**config.mk**
```make
export PLATFORM = sky130hd
export DESIGN_NAME = if_id_stage
export DESIGN_NICKNAME = d
export VERILOG_FILES = /design/src/rtl/if_id_stage_pkg.sv /design/src/rtl/sat_counter.sv /design/src/rtl/if_id_stage.sv
export SDC_FILE = /design/constraint.sdc
export NUM_CORES = 1
export LEC_CHECK = 0
export BUFFER_PORTS_ARGS = -buffer_cell sky130_fd_sc_hd__buf_4
export CAP_MARGIN = 40
export CORE_MARGIN = 5
export CORE_UTILIZATION = 45
export DETAILED_ROUTE_END_ITERATION = 10
export PLACE_DENSITY = 0.71
export SKIP_CTS_REPAIR_TIMING = 1
export SYNTH_ARGS = -nofsm -noshare
export SYNTH_HDL_FRONTEND = slang
export SYNTH_SLANG_ARGS = --single-unit
export TNS_END_PERCENT = 50
```
**constraint.sdc**
```tcl
create_clock -name clk -period 2.2 [get_ports clk]
set_input_delay 0.44 -clock clk [delete_from_list [all_inputs] [get_ports clk]]
set_output_delay 0.44 -clock clk [all_outputs]
set_load 0.02 [all_outputs]
```
**src/rtl/if_id_stage_pkg.sv**
```systemverilog
// Shared constants for the fetch stage: jump-op encoding, bubble instruction, PC increment.
package if_id_stage_pkg;

    localparam logic [1:0]  JOP_NONE  = 2'd0;
    localparam logic [31:0] NOP_INSTR = 32'h0000_0000;
    localparam int          PC_STEP   = 4;

    // Any nonzero jump op means EX resolved a taken control transfer.
    function automatic logic jop_taken(input logic [1:0] jop);
        return jop != JOP_NONE;
    endfunction

endpackage

```
**src/rtl/sat_counter.sv**
```systemverilog
// Event counter that sticks at all-ones instead of wrapping.
module sat_counter #(
    parameter int width = 16
) (
    input  logic             clk,
    input  logic             rst,
    input  logic             inc,
    output logic [width-1:0] count
);

    always_ff @(posedge clk or negedge rst) begin
        if (!rst) begin
            count <= '0;
        end else if (inc && (count != '1)) begin
            count <= count + width'(1);
        end
    end

endmodule

```
**src/rtl/if_id_stage.sv**
```systemverilog
// Instruction-fetch stage: PC register, IF/ID pipeline register and debug event counters.
module if_id_stage
    import if_id_stage_pkg::*;
#(
    parameter int                  bit_size = 32,
    parameter logic [bit_size-1:0] pc_reset = 32'h0,
    parameter int                  cnt_size = 16
) (
    input  logic                clk,
    input  logic                rst,
    input  logic                PCWrite,
    input  logic                IF_IDWrite,
    input  logic                IF_Flush,
    input  logic [1:0]          EX_JumpOP,
    input  logic [bit_size-1:0] EX_Target,
    input  logic [bit_size-1:0] IM_Instr,
    output logic [bit_size-1:0] IM_Address,
    output logic [bit_size-1:0] ID_PC,
    output logic [bit_size-1:0] ID_Instr,
    output logic                ID_Valid,
    output logic [cnt_size-1:0] stall_cnt,
    output logic [cnt_size-1:0] flush_cnt,
    output logic [cnt_size-1:0] fetch_cnt
);

    logic [bit_size-1:0] pc;
    logic [bit_size-1:0] pc_plus4;
    logic [bit_size-1:0] target_aligned;
    logic                redirect;
    logic                fetch_load;

    assign pc_plus4       = pc + bit_size'(PC_STEP);
    assign target_aligned = EX_Target & ~bit_size'(3);
    assign redirect       = jop_taken(EX_JumpOP);
    assign fetch_load     = !IF_Flush && IF_IDWrite;
    assign IM_Address     = pc;

    // A resolved redirect beats a load-use stall; PC+4 wraps silently.
    always_ff @(posedge clk or negedge rst) begin
        if (!rst) begin
            pc <= pc_reset;
        end else if (redirect) begin
            pc <= target_aligned;
        end else if (PCWrite) begin
            pc <= pc_plus4;
        end
    end

    // Flush beats the hold request so a wrong-path fetch can never linger in ID.
    always_ff @(posedge clk or negedge rst) begin
        if (!rst) begin
            ID_PC    <= '0;
            ID_Instr <= bit_size'(NOP_INSTR);
            ID_Valid <= 1'b0;
        end else if (IF_Flush) begin
            ID_PC    <= '0;
            ID_Instr <= bit_size'(NOP_INSTR);
            ID_Valid <= 1'b0;
        end else if (IF_IDWrite) begin
            ID_PC    <= pc_plus4;
            ID_Instr <= IM_Instr;
            ID_Valid <= 1'b1;
        end
    end

    sat_counter #(.width(cnt_size)) u_stall_cnt (
        .clk   (clk),
        .rst   (rst),
        .inc   (!PCWrite && !redirect),
        .count (stall_cnt)
    );

    sat_counter #(.width(cnt_size)) u_flush_cnt (
        .clk   (clk),
        .rst   (rst),
        .inc   (IF_Flush),
        .count (flush_cnt)
    );

    sat_counter #(.width(cnt_size)) u_fetch_cnt (
        .clk   (clk),
        .rst   (rst),
        .inc   (fetch_load),
        .count (fetch_cnt)
    );

endmodule
```
* After elaboration in Yosys (flattened, before gate mapping)
Cells that the tools add are included.
** Word-level totals
- Flip-flop bits (word level) :: 145
- Logic and storage cells :: 33
- Bits of input ports :: 71
** Cells by class
- Multiplexer cells :: 8
- Reduce and logical (&&, ||, !) cells :: 11
- Equality and inequality tests :: 3
- $add $sub $neg :: 4
** Operator list (number)
- $mux 32 :: 6
- $add 16x1->16 const B :: 3
- $ne 16x16->1 const B :: 3
- $add 32x3->32 const B :: 1
- $reduce_bool 2->1 :: 3
- $logic_and 1x1->1 :: 5
- $logic_not 1->1 :: 3
- $mux 1 :: 2

* Longest topological paths before layout
- Word-level depth :: 4
- Depth in mapped cells :: 8

* Hierarchy
Synthesis repeated with hierarchy kept, for this count alone.
** Unflattened totals
- Cell total of the unflattened synthesis :: 748
- Area, all modules :: 7543.5 um2
** Modules (own cells, without submodules)
- if_id_stage :: cells an instance 532, instances 1, area an instance 4964.8 um2
- sat_counter :: cells an instance 72, instances 3, area an instance 859.6 um2

* Worst setup path before layout
OpenSTA, ideal clock, no wires.
- Path kind :: reg-to-reg
- From :: reg pc[2] (netlist: IM_Address[2])
- To :: reg ID_PC[20]
- Cell stages (with the launch flop) :: 7
- Slack :: 51 ps
- Required time :: 2106 ps
- Period minus slack after synthesis :: 2149 ps
- Arrival :: 2055 ps
- Cells stage by stage :: dfrtp_1 ha_1 nand3_1 nor4_2 nand4_1 xor2_1 a211oi_1
** Between the ends
- Longest elaborated chain between the ends :: 3
** RTL lines
- start, declared :: RTL line if_id_stage.sv:26 : logic [bit_size-1:0] pc;
- start signal, assigned :: RTL line if_id_stage.sv:41 : pc <= pc_reset;
- start signal, assigned :: RTL line if_id_stage.sv:43 : pc <= target_aligned;
- start signal, assigned :: RTL line if_id_stage.sv:45 : pc <= pc_plus4;
- $add 32x3->32 :: RTL line if_id_stage.sv:32 : assign pc_plus4 = pc + bit_size'(PC_STEP);
- $mux 32 :: RTL line if_id_stage.sv:59 : end else if (IF_IDWrite) begin
- $mux 32 :: RTL line if_id_stage.sv:55 : end else if (IF_Flush) begin
- end signal, assigned :: RTL line if_id_stage.sv:60 : ID_PC <= pc_plus4;
- end, declared :: RTL line if_id_stage.sv:18 : output logic [bit_size-1:0] ID_PC,
Every way passes these cells. The select of a mux whose other input is x is not followed.
A chain may end at the register's enable or synchronous reset.

* Worst setup path in the final report
- From :: reg pc[3] (netlist: IM_Address[3])
- To :: reg ID_PC[16]
The elaborated chain is that of the path after synthesis.

==> results by group <==
Worst setup path
  – CP max stage cell: dfrtp_1
  – CP Capture Type: flip-flop
  – FF-to-FF setup slack: 0.17 ns
  – Crit path max fanout: 8
  – Worst Path Buf+Inv: 2
  – Worst path cell trace: ha_2 > nand3_1 > buf_4 > nor4_2 > buf_4 > nand3_1 > xor2_1 > a211oi_1
  – Arrival time worst endpoint: 2.35 ns
  – CP startpoint kind: flip-flop
  – WS Path Type: reg -> reg
  – Delay of the slowest critical-path stage: 0.43 ns
  – Critical path's top delay family: simple AND/OR/NAND/NOR gates
  – Worst EP required: 2.52 ns

Timing
  – Final TNS setup: 0 ns
  – RSZ-0062 raised after global routing: no
  – Setup-failing EPs final: 0
  – Post-route worst setup slack: 0.169 ns
  – Worst Clk Skew: 0.00718 ns
  – FMAX: 492 MHz
  – Fin. max-slew vios: 0
  – Final hold vios: 0
  – Worst slew pin tran: 0.532 ns
  – Rel. slew slack: 0.640
  – Period utilization: 0.923
  – Final min period: 2.03 ns

Layout
  – Diode count: 0
  – Ratio of cells with drive above 1 in the final layout: 0.312
  – P&R area growth vs syn: 36.6%
  – Fin area: 0.00943 sq mm
  – Nets: 962

Global route
  – GRT Total Usage: 0.199
  – GR Overflow Total: 0
  – First-pass GRT wire length: 28.8 mm
  – Largest net degree at the start of global routing: 93
  – Vias in the first global route: 5416
  – Initial antenna violation count: 0

Routing
  – Routed vias/inst: 5.24
  – Initial DRC count: 344
  – Average wire per standard cell: 16.5 um
  – Drt total wl: 17.9 mm
  – Pre-antenna DRT Iters: 5
  – Via count: 5704
  – DRC Markers: 0
  – Routed Antenna Nets: 0

Placement
  – Post-Place Worst Slack: 0.179 ns
  – GPL Wtd Cong: 0.826
  – Dpl hpwl: 13.0 mm
  – I/O Buffers: 211
  – Placed instance area: 0.00874 sq mm

Die
  – Core footprint: 0.0151 sq mm
  – Die X: 134 um
  – Starting Density: 0.456
  – Die height: 134 um
  – Row cnt: 45
  – I/O Pins: 216
  – Area of the die: 0.0179 sq mm

Pwr
  – P per Cell Area: 877 mW/mm^2
  – Lkg Pwr: 4.40 nW
  – VDD IR max: 0.625 mV
  – Total power draw: 8.27 mW

CTS
  – Clock sinks: 142
  – CTS tree: done
  – Clock Latency Late Sink: 0.42 ns
  – Clock-pin slew on the worst setup and hold paths: 0.06 ns
  – TritonCTS Buffers: 17
  – Root Driver: clkbuf_16
  – Clock tree buffer depth: 2
  – H-tree levels: 4

Yosys
  – Main synth FF type: dfrtp_1
  – Synth top area share: 0.514
  – Synthesized instance count: 673
  – Synth top area cells: dfrtp_1 (51%), xnor2_1 (7.5%), nor2_1 (6.3%), mux2i_1 (5.1%), xor2_1 (4.2%)
  – #FFs+latches synth: 142
  – Leading area contributor after synthesis: dfrtp_1
  – EDFF count, synth: 0
  – Asr flop ratio synth: 1.00
  – Syn. warnings: 0
  – Post-synth cell types: 43
  – Avg Cell Area, Syn: 10.3 sq um
  – Synthesized area: 0.00691 sq mm
  – Post-synthesis sequential area ratio: 0.514

Min path
  – Worst Hold Class: in -> reg

Status
  – Status: finished clean

Flow run
  – Max-cap viol count: 0
[layout by cell type (no fill, tap or decap), drive strengths merged, types with 5 or more instances in the layout]
master and n:
xnor2 59, a31oi 5, nand2 33, nand3 35, a21oi 32, nor3 12, a311oi 6, xor2 33
bufinv 6, o21ai 6, or3 7, and3 19, and4 11, buf 236, nor2 116, dfrtp 142
a211oi 23, nand4 27, mux2i 35, clkbuf 19
[state kept, by name, indices dropped and copies added, names as in the netlist]
register,cells
ID_Valid,1
ID_Instr,32
IM_Address,30
ID_PC,31
u_stall_cnt.count,16
u_fetch_cnt.count,16
u_flush_cnt.count,16
[through the flow]
step           utilization  hold WS, ns  std cells
6_report             0.623        0.261       1088
5_1_grt              0.623        0.246       1088
4_1_cts              0.622      -0.0464       1087
3_5_place_dp         0.577        0.401       1055
3_3_place_gp         0.577        0.403       1055
2_1_floorplan            -        0.144        674
[power breakdown]
group	switching [mW]	internal, mW
Sequential	0.364	2.90
Combinational	0.940	0.781
Clock	1.13	2.16
[metal layers]
metal  routed length, um  vias up  track usage
li1                    -     2775            -
met1                8050     2712        0.275
met2                8390      195        0.312
met3                1240       22       0.0533
met4                 262        0       0.0566
met5                   0        -            0
[area by class of cell]
type	instances	area, sq um
clock inverters	13	236
inverters	3	11.3
multi-input cells	486	3120
flip-flops and latches	142	3550
fillers	1306	5710
clock buffers	19	443
repair buffers	237	1840
well taps	188	235
[cell usage after synthesis (2+ instances only)]
| master | instances |
|---|---|
| dfrtp_1 | 142 |
| nor2_1 | 116 |
| xnor2_1 | 59 |
| mux2i_1 | 35 |
| nand3_1 | 35 |
| nand2_1 | 33 |
| xor2_1 | 33 |
| a21oi_1 | 32 |
| nand4_1 | 25 |
| a211oi_1 | 22 |
| clkbuf_1 | 20 |
| and3_1 | 19 |
| nor3_1 | 12 |
| and4_1 | 10 |
| buf_2 | 9 |
| or3_1 | 7 |
| a311oi_1 | 6 |
| buf_6 | 6 |
| o21ai_0 | 6 |
| a31oi_1 | 5 |
| buf_1 | 4 |
| ha_1 | 4 |
| a41oi_1 | 3 |
| buf_4 | 3 |
| inv_1 | 3 |
| mux2_2 | 3 |
| and2_1 | 2 |
| nor3b_1 | 2 |
| nor4_2 | 2 |
| nor4b_1 | 2 |
[worst register-to-register path, stage by stage, from the launching register on]
cell      delay (ns)
dfrtp_1         0.43
ha_2            0.25
nand3_1         0.11
buf_4           0.19
nor4_2          0.21
buf_4           0.21
nand3_1         0.12
xor2_1          0.18
a211oi_1        0.24
[cells by family (layout without fill, tap and decap cells)]
family | Yosys count | in the layout | share of synthesized area
adder cells (fa/ha/maj) | 4 | 4 | 0.00725
buffers and inverters | 46 | 272 | 0.0362
multiplexers | 38 | 38 | 0.0556
flip-flops | 142 | 142 | 0.514
AO/OA/AOI/OAI | 77 | 77 | 0.0714
XOR/XNOR | 92 | 92 | 0.117
other | 1 | 2 | 0.000543
AND/OR/NAND/NOR | 273 | 273 | 0.198
[path summary, 6_finish.rpt]
path | depth (start not counted) | end | from
setup reg to reg | 8 | ID_PC[16] | IM_Address[3]
hold reg to reg | 1 | u_stall_cnt.count[10] | u_stall_cnt.count[10]
min in group asynchronous | 2 | u_flush_cnt.count[10] | rst
max in group asynchronous | 3 | u_fetch_cnt.count[12] | rst
hold / removal | 3 | ID_Instr[31] | IM_Instr[31]
setup / recovery | 8 | ID_PC[16] | IM_Address[3]
Power figures use the tool's default switching activity.
